$ cat config.mk
export PLATFORM = sky130hd
export DESIGN_NAME = s_mem_resp
export DESIGN_NICKNAME = d
export VERILOG_FILES = /design/src/rtl/s_mem_resp.sv
export SDC_FILE = /design/constraint.sdc
export NUM_CORES = 2
export LEC_CHECK = 0
export CAP_MARGIN = 20
export CORE_MARGIN = 5
export CORE_UTILIZATION = 42
export DETAILED_ROUTE_END_ITERATION = 6
export SETUP_SLACK_MARGIN = 0.5
export SYNTH_ARGS = -nofsm -noshare
export SYNTH_HDL_FRONTEND = slang
export SYNTH_SLANG_ARGS = --single-unit
$ cat constraint.sdc
create_clock -name clk -period 4.61 [get_ports clk]
set_clock_uncertainty 0.05 [all_clocks]
set_input_delay 0.922 -clock clk [delete_from_list [all_inputs] [get_ports clk]]
set_output_delay 0.922 -clock clk [all_outputs]
set_load 0.05 [all_outputs]
$ cat src/rtl/s_mem_resp.sv
// S-box memory responder: self-fills to the identity permutation, then serves 1-cycle-latency reads/writes.
// Optional accepted-write counter enabled by defining SMEM_WR_COUNT_EN.
module s_mem_resp #(
  parameter int ADDR_W = 8,
  parameter int DATA_W = 8
) (
  input  logic              clk,
  input  logic              rst,
  input  logic              init,
  output logic              rdy,
  input  logic [ADDR_W-1:0] addr,
  input  logic [DATA_W-1:0] wrdata,
  input  logic              wren,
  output logic [DATA_W-1:0] rddata
`ifdef SMEM_WR_COUNT_EN
  ,
  output logic [15:0]       wr_count
`endif
);

  localparam int DEPTH = 1 << ADDR_W;

  typedef enum logic {
    FILL  = 1'b0,
    READY = 1'b1
  } state_t;

  state_t              state_reg, state_next;
  logic [ADDR_W-1:0]   fill_idx_reg, fill_idx_next;
  logic [DATA_W-1:0]   rddata_reg;
  logic [DATA_W-1:0]   fill_data;

  logic                mem_we;
  logic [ADDR_W-1:0]   mem_waddr;
  logic [DATA_W-1:0]   mem_wdata;
  logic                rd_en;
  logic                rd_clear;

  logic [DATA_W-1:0]   mem [DEPTH];

  // Identity fill value: fill index zero-extended to the entry width.
  genvar gi;
  generate
    for (gi = 0; gi < DATA_W; gi++) begin : g_fill
      if (gi < ADDR_W) begin : g_idx
        assign fill_data[gi] = fill_idx_reg[gi];
      end else begin : g_zero
        assign fill_data[gi] = 1'b0;
      end
    end
  endgenerate

  always_ff @(posedge clk) begin
    if (rst) begin
      state_reg    <= FILL;
      fill_idx_reg <= '0;
    end else begin
      state_reg    <= state_next;
      fill_idx_reg <= fill_idx_next;
    end
  end

  always_comb begin
    state_next    = state_reg;
    fill_idx_next = fill_idx_reg;
    mem_we        = 1'b0;
    mem_waddr     = addr;
    mem_wdata     = wrdata;
    rd_en         = 1'b0;
    rd_clear      = 1'b0;
    case (state_reg)
      FILL: begin
        mem_we        = 1'b1;
        mem_waddr     = fill_idx_reg;
        mem_wdata     = fill_data;
        fill_idx_next = fill_idx_reg + 1'b1;
        rd_clear      = 1'b1;
        if (fill_idx_reg == {ADDR_W{1'b1}}) begin
          state_next = READY;
        end
      end
      READY: begin
        // init wins over a concurrent write, which is dropped.
        if (init) begin
          state_next    = FILL;
          fill_idx_next = '0;
          rd_clear      = 1'b1;
        end else begin
          rd_en  = 1'b1;
          mem_we = wren;
        end
      end
      default: begin
        state_next    = FILL;
        fill_idx_next = '0;
      end
    endcase
  end

  // Array kept free of reset so it maps onto block RAM; read-first ordering.
  always_ff @(posedge clk) begin
    if (mem_we && !rst) begin
      mem[mem_waddr] <= mem_wdata;
    end
  end

  always_ff @(posedge clk) begin
    if (rst || rd_clear) begin
      rddata_reg <= '0;
    end else if (rd_en) begin
      rddata_reg <= mem[addr];
    end
  end

  assign rddata = rddata_reg;
  assign rdy    = (state_reg == READY);

`ifdef SMEM_WR_COUNT_EN
  logic [15:0] wr_count_reg;

  always_ff @(posedge clk) begin
    if (rst) begin
      wr_count_reg <= '0;
    end else if (state_reg == READY) begin
      if (init) begin
        wr_count_reg <= '0;
      end else if (wren && (wr_count_reg != 16'hFFFF)) begin
        wr_count_reg <= wr_count_reg + 16'd1;
      end
    end
  end

  assign wr_count = wr_count_reg;
`endif

endmodule

# == After elaboration in Yosys (flattened, before gate mapping) ==
# Memory sizes are Yosys's and may differ from the RTL's. A register that Yosys moved wholly into a read port is not among the register bits.
# Index checks and enable logic that the tools add are counted.
# classes
add_sub_neg,1
eq_ne,2
mux,14
bitwise_logic,1
reduce_logical,3
# ops
cell,n
$mux 8,3
$pmux 8 s2,1
$add 8x1->8 const B,1
$eq 8x8->1 const B,1
$mux 1,7
$pmux 1 s2,3
$ne 2x2->1 const B,1
$logic_and 1x1->1,1
$logic_not 1->1,1
$logic_or 1x1->1,1
$not 1->1,1
# totals
reg_bits,9
ramBits,2048
out_inout_bits,9
memories,1
# memory_table
name,words,word_bits,rd,rd_ports_with_merged_regs,write_ports,line_no,source
mem,256,8,1,1,1,39,logic [DATA_W-1:0] mem [DEPTH];

# == Longest topological paths before layout ==
# logic_depth
ltp_word,5
depth_mapped,13

# == Worst setup path before layout ==
# No wires, ideal clock.
# synth_timing
path_type,register to register
start,"register state_reg, in the netlist rdy"
end,"memory mem[0][4], data pin"
setup_time_ns,0.557
t_arrival_ns,3.458
required_ns,4.003
path_slack_ns,0.545
path_stages_with_launch,5
path_buffers,3
path_cell_list,dfxtp_1 > clkbuf_1 > clkbuf_1 > buf_1 > mux2_2
# synth_between
elab_chain_cells,1
# synth_rtl
element,line_no,source
"start, declared",28,"state_t state_reg, state_next;"
"start signal, assigned",58,state_reg <= state_next;
$mux 8,71,case (state_reg)
net mem_wdata[4],35,logic [DATA_W-1:0] mem_wdata;
"end, declared",39,
# The timed path passes the listed nets, and every way through them passes these cells.

# == Worst setup path after layout ==
# layout_timing
start,"register state_reg, in the netlist rdy"
end,"register rddata_reg[2], in the netlist rddata[2] (read register of mem)"
# layout_between
elab_chain_cells,3
word_cells_on_any_way,4
# layout_rtl
element,line_no,source
$not 1->1,n/a,
$pmux 1 s2,71,
$logic_or 1x1->1,108,if (rst || rd_clear) begin
"end, declared",30,logic [DATA_W-1:0] rddata_reg;
# Several ways; a longest one is shown, not always the timed one.
# A chain may end at the register's enable or synchronous reset.

==> flow_summary.ini <==
[outcome]
status = finished, final reports clean

[synth]
post_synth_inst_count = 4027
ys_async_sr_fraction_pct = 0
postSynthAreaPerCell_um2 = 20.2
postSynth.topFlopCell = edfxtp_1
synth-edff-count = 2048
synthesis.area_mm2 = 0.0814
synth_nets = 4048
synth-seq-area-share_pct = 75.9
synth-seq-cells = 2065
synth_warnings = 0
synth.lib_cells_used.distinct = 78

[cts]
tritoncts = done
numCtsBuffers = 206
clock_latency_ns = 0.85
cts_htree_levels = 4
cts_root_buf = clkbuf_16
clock_pin_slew_worst_setup_and_hold_paths_ns = 0.06
clock-sinks = 2065
clockBufferDepth = 3

[hold_path]
holdCritPathClass = reg -> reg
min_to = rdy
hold-path-cell-count = 2
timing.hold.worst.start = fill_data[7]

[global_route]
gr-total-overflow = 0
busiest_grt_layer = met2
grt.met1_usage_pct = 31.1
grt_first_pass_wirelength_um = 318000
groute.layer.met3.usage_pct = 4.49
grt_max_degree = 141
antenna_violations_before_repair = 9
groute.usage.overall_pct = 21.6
first_global_vias = 42100
use_met2_pct = 33.2

[drt]
via_count = 42600
number_of_drc_markers_after_the_initial_detailed_route_iteration = 5066
drt-vias-per-instance = 5.98
ant_nets = 0
dr.pass1.iters = 6
routed_wl_um = 222000
drt-wirelength-per-cell_um = 31.1
post-route-drc-count = 0

[placed_design]
place_congestion = 0.905
place_hpwl_um = 142000
number_of_input_and_output_port_buffers_inserted = 28

[floorplanning]
dieWidth_um = 450
std_cell_rows = 161
die_height_um = 450
number_of_top_level_design_ports = 29
floorplan.initialDensity_pct = 42.2
core_mm2 = 0.193
floorplan_die_area_mm2 = 0.203

[pwr]
cell_internal_pwr_uw = 30500
switchingPower_uw = 8290
p_clk_share_pct = 42.3
power_density_mw_per_mm2 = 416
power.ir.vdd_worst_mv = 0.415
sw_frac_of_total_pct = 21.4
proportion_of_power_drawn_by_combinational_gates_pct = 4.8
power_leakage_uw = 0.0306
totalPowerFinal_uw = 38800
power.sequential.fraction_pct = 52.9

[timing]
actual_slew_at_the_worst_max_slew_pin_ns = 1.22
final_period_minus_worst_setup_slack_ns = 3.74
unrepaired_setup_endpoints_after_global_routing = false
setup_viol = 0
maxSlewHeadroom_pct = 16.4
max_freq_mhz = 267
setup_tns_ns = 0
finalHoldViolations = 0
drv_slew = 0
final_cycle_share_pct = 81.1

[worst_setup_path]
crit-reg2reg-capture = rddata[2]
worst_setup_path_startpoint = rdy
worst_ep_required_time_ns = 5.35
r2r_slack_ns = 0.87
crit_path_start_kind = flip-flop
type_of_element_capturing_the_critical_path = flip-flop
critical_path_arrival_ns = 4.48
timing.rr.start = rdy
critical_path_class = reg -> reg
worst-r2r-cell-count = 7
worst-path-max-fanout = 34

[cells_and_area]
drive_above_1_share_pct = 24.6
multi_input_area_mm2 = 0.0179
fill_cells = 15700
finalCoreUtilization_pct = 48.4
area_occupied_by_registers_mm2 = 0.0618
mostFrequentLayoutCell = edfxtp_1
final_nets = 4442
synthToLayoutAreaGrowth_pct = 14.6
mostFrequentLayoutCells = edfxtp_1, mux4_2, buf_4
flip_flop_count_of_the_largest_register_all_copies_and_words_added = 2048

[flow_run]
max_cap_viol_count = 0
power by group through the flow:
stage                     Combinational [µW]  Clock (µW)  Sequential, µW
final                                   1850       16400           20500
after global routing                    1920       17500           20500
after CTS                               1840       16700           20500
after detailed placement                1840           0           20900
after global placement                  1830           0           20900
after floorplan                         1110           0           20900
metal layers:
layer	vias to the layer above	share of wire (%)	wire length (µm)
li1	17500	-	-
met1	22700	41	91200
met2	1976	46	103000
met3	377	8.8	19500
met4	4	3.7	8090
met5	-	0.014	31
Yosys cell counts, drive strengths merged, types with 11 or more instances:
library cell / n / area, µm²
and2: 15 / 93.8
o221ai: 84 / 754
nand2b: 11 / 71.3
mux4: 415 / 9430
nand2: 115 / 432
clkbuf: 83 / 315
nor2: 336 / 1260
edfxtp: 2048 / 61500
a211oi: 15 / 113
a21oi: 60 / 300
o22ai: 78 / 494
dfxtp: 17 / 340
a31oi: 13 / 81.3
mux2: 15 / 169
a22oi: 18 / 135
mux2i: 262 / 2620
o21ai: 47 / 243
nor3: 28 / 140
buf: 168 / 1560
nand3: 58 / 290
critical path, stage by stage, from the launching register on:
cell and delay (ns):
dfxtp_4 0.60, buf_4 0.40, nand2b_1 0.30, or3_1 0.77
a311oi_1 0.65, nand3_1 0.30, or4_1 0.48, nand4_1 0.10
worst max-delay path by stage:
stage / end / slack, ns / cells past startpoint
final: rddata[2] / 0.87 / 7
after CTS: rdy / 0.62 / 2
after floorplan: mem[0][4] / 0.54 / 4
after global placement: rddata[7] / 0.04 / 8
after global routing: rddata[2] / 0.68 / 7
after detailed placement: rddata[5] / 0.11 / 9
kinds of logic after synthesis:
family                     Yosys count  share of synthesized area, %
AOI/OAI and AO/OA                  398                          3.47
adders and majority gates            1                        0.0154
buffers and inverters              255                          2.32
DFF                               2065                          75.9
muxes                              692                          15.0
and+or+nand+nor                    616                          3.26
through the flow:
stage,hold slack [ns],worst slack (ns),area [µm²],cells
6_report,0.602,0.870,93300,7119
5_1_grt,0.619,0.683,93300,7115
4_1_cts,0.601,0.620,93300,7115
3_5_place_dp,0.592,0.109,86700,6739
3_3_place_gp,0.583,0.0418,86700,6738
2_1_floorplan,0.461,0.545,81400,4027
area by class of cell:
| type | count | share of cell area [%] |
|---|---|---|
| clock inverters | 116 | 1.22 |
| multi-input cells | 1707 | 19.1 |
| diodes | 4 | 0.0107 |
| repair buffers | 437 | 4.07 |
| inverters | 4 | 0.0241 |
| well taps | 2526 | 3.39 |
| clock buffers | 260 | 5.88 |
| flip-flops and latches | 2065 | 66.3 |
what timing repair did:
action / in CTS / in global routing
setup buffers: 0 / 0
resized for setup: 0 / 1
setup endpoints to repair: 0 / 1
hold buffers: 0 / 0
(Power assumes the default switching activity.)
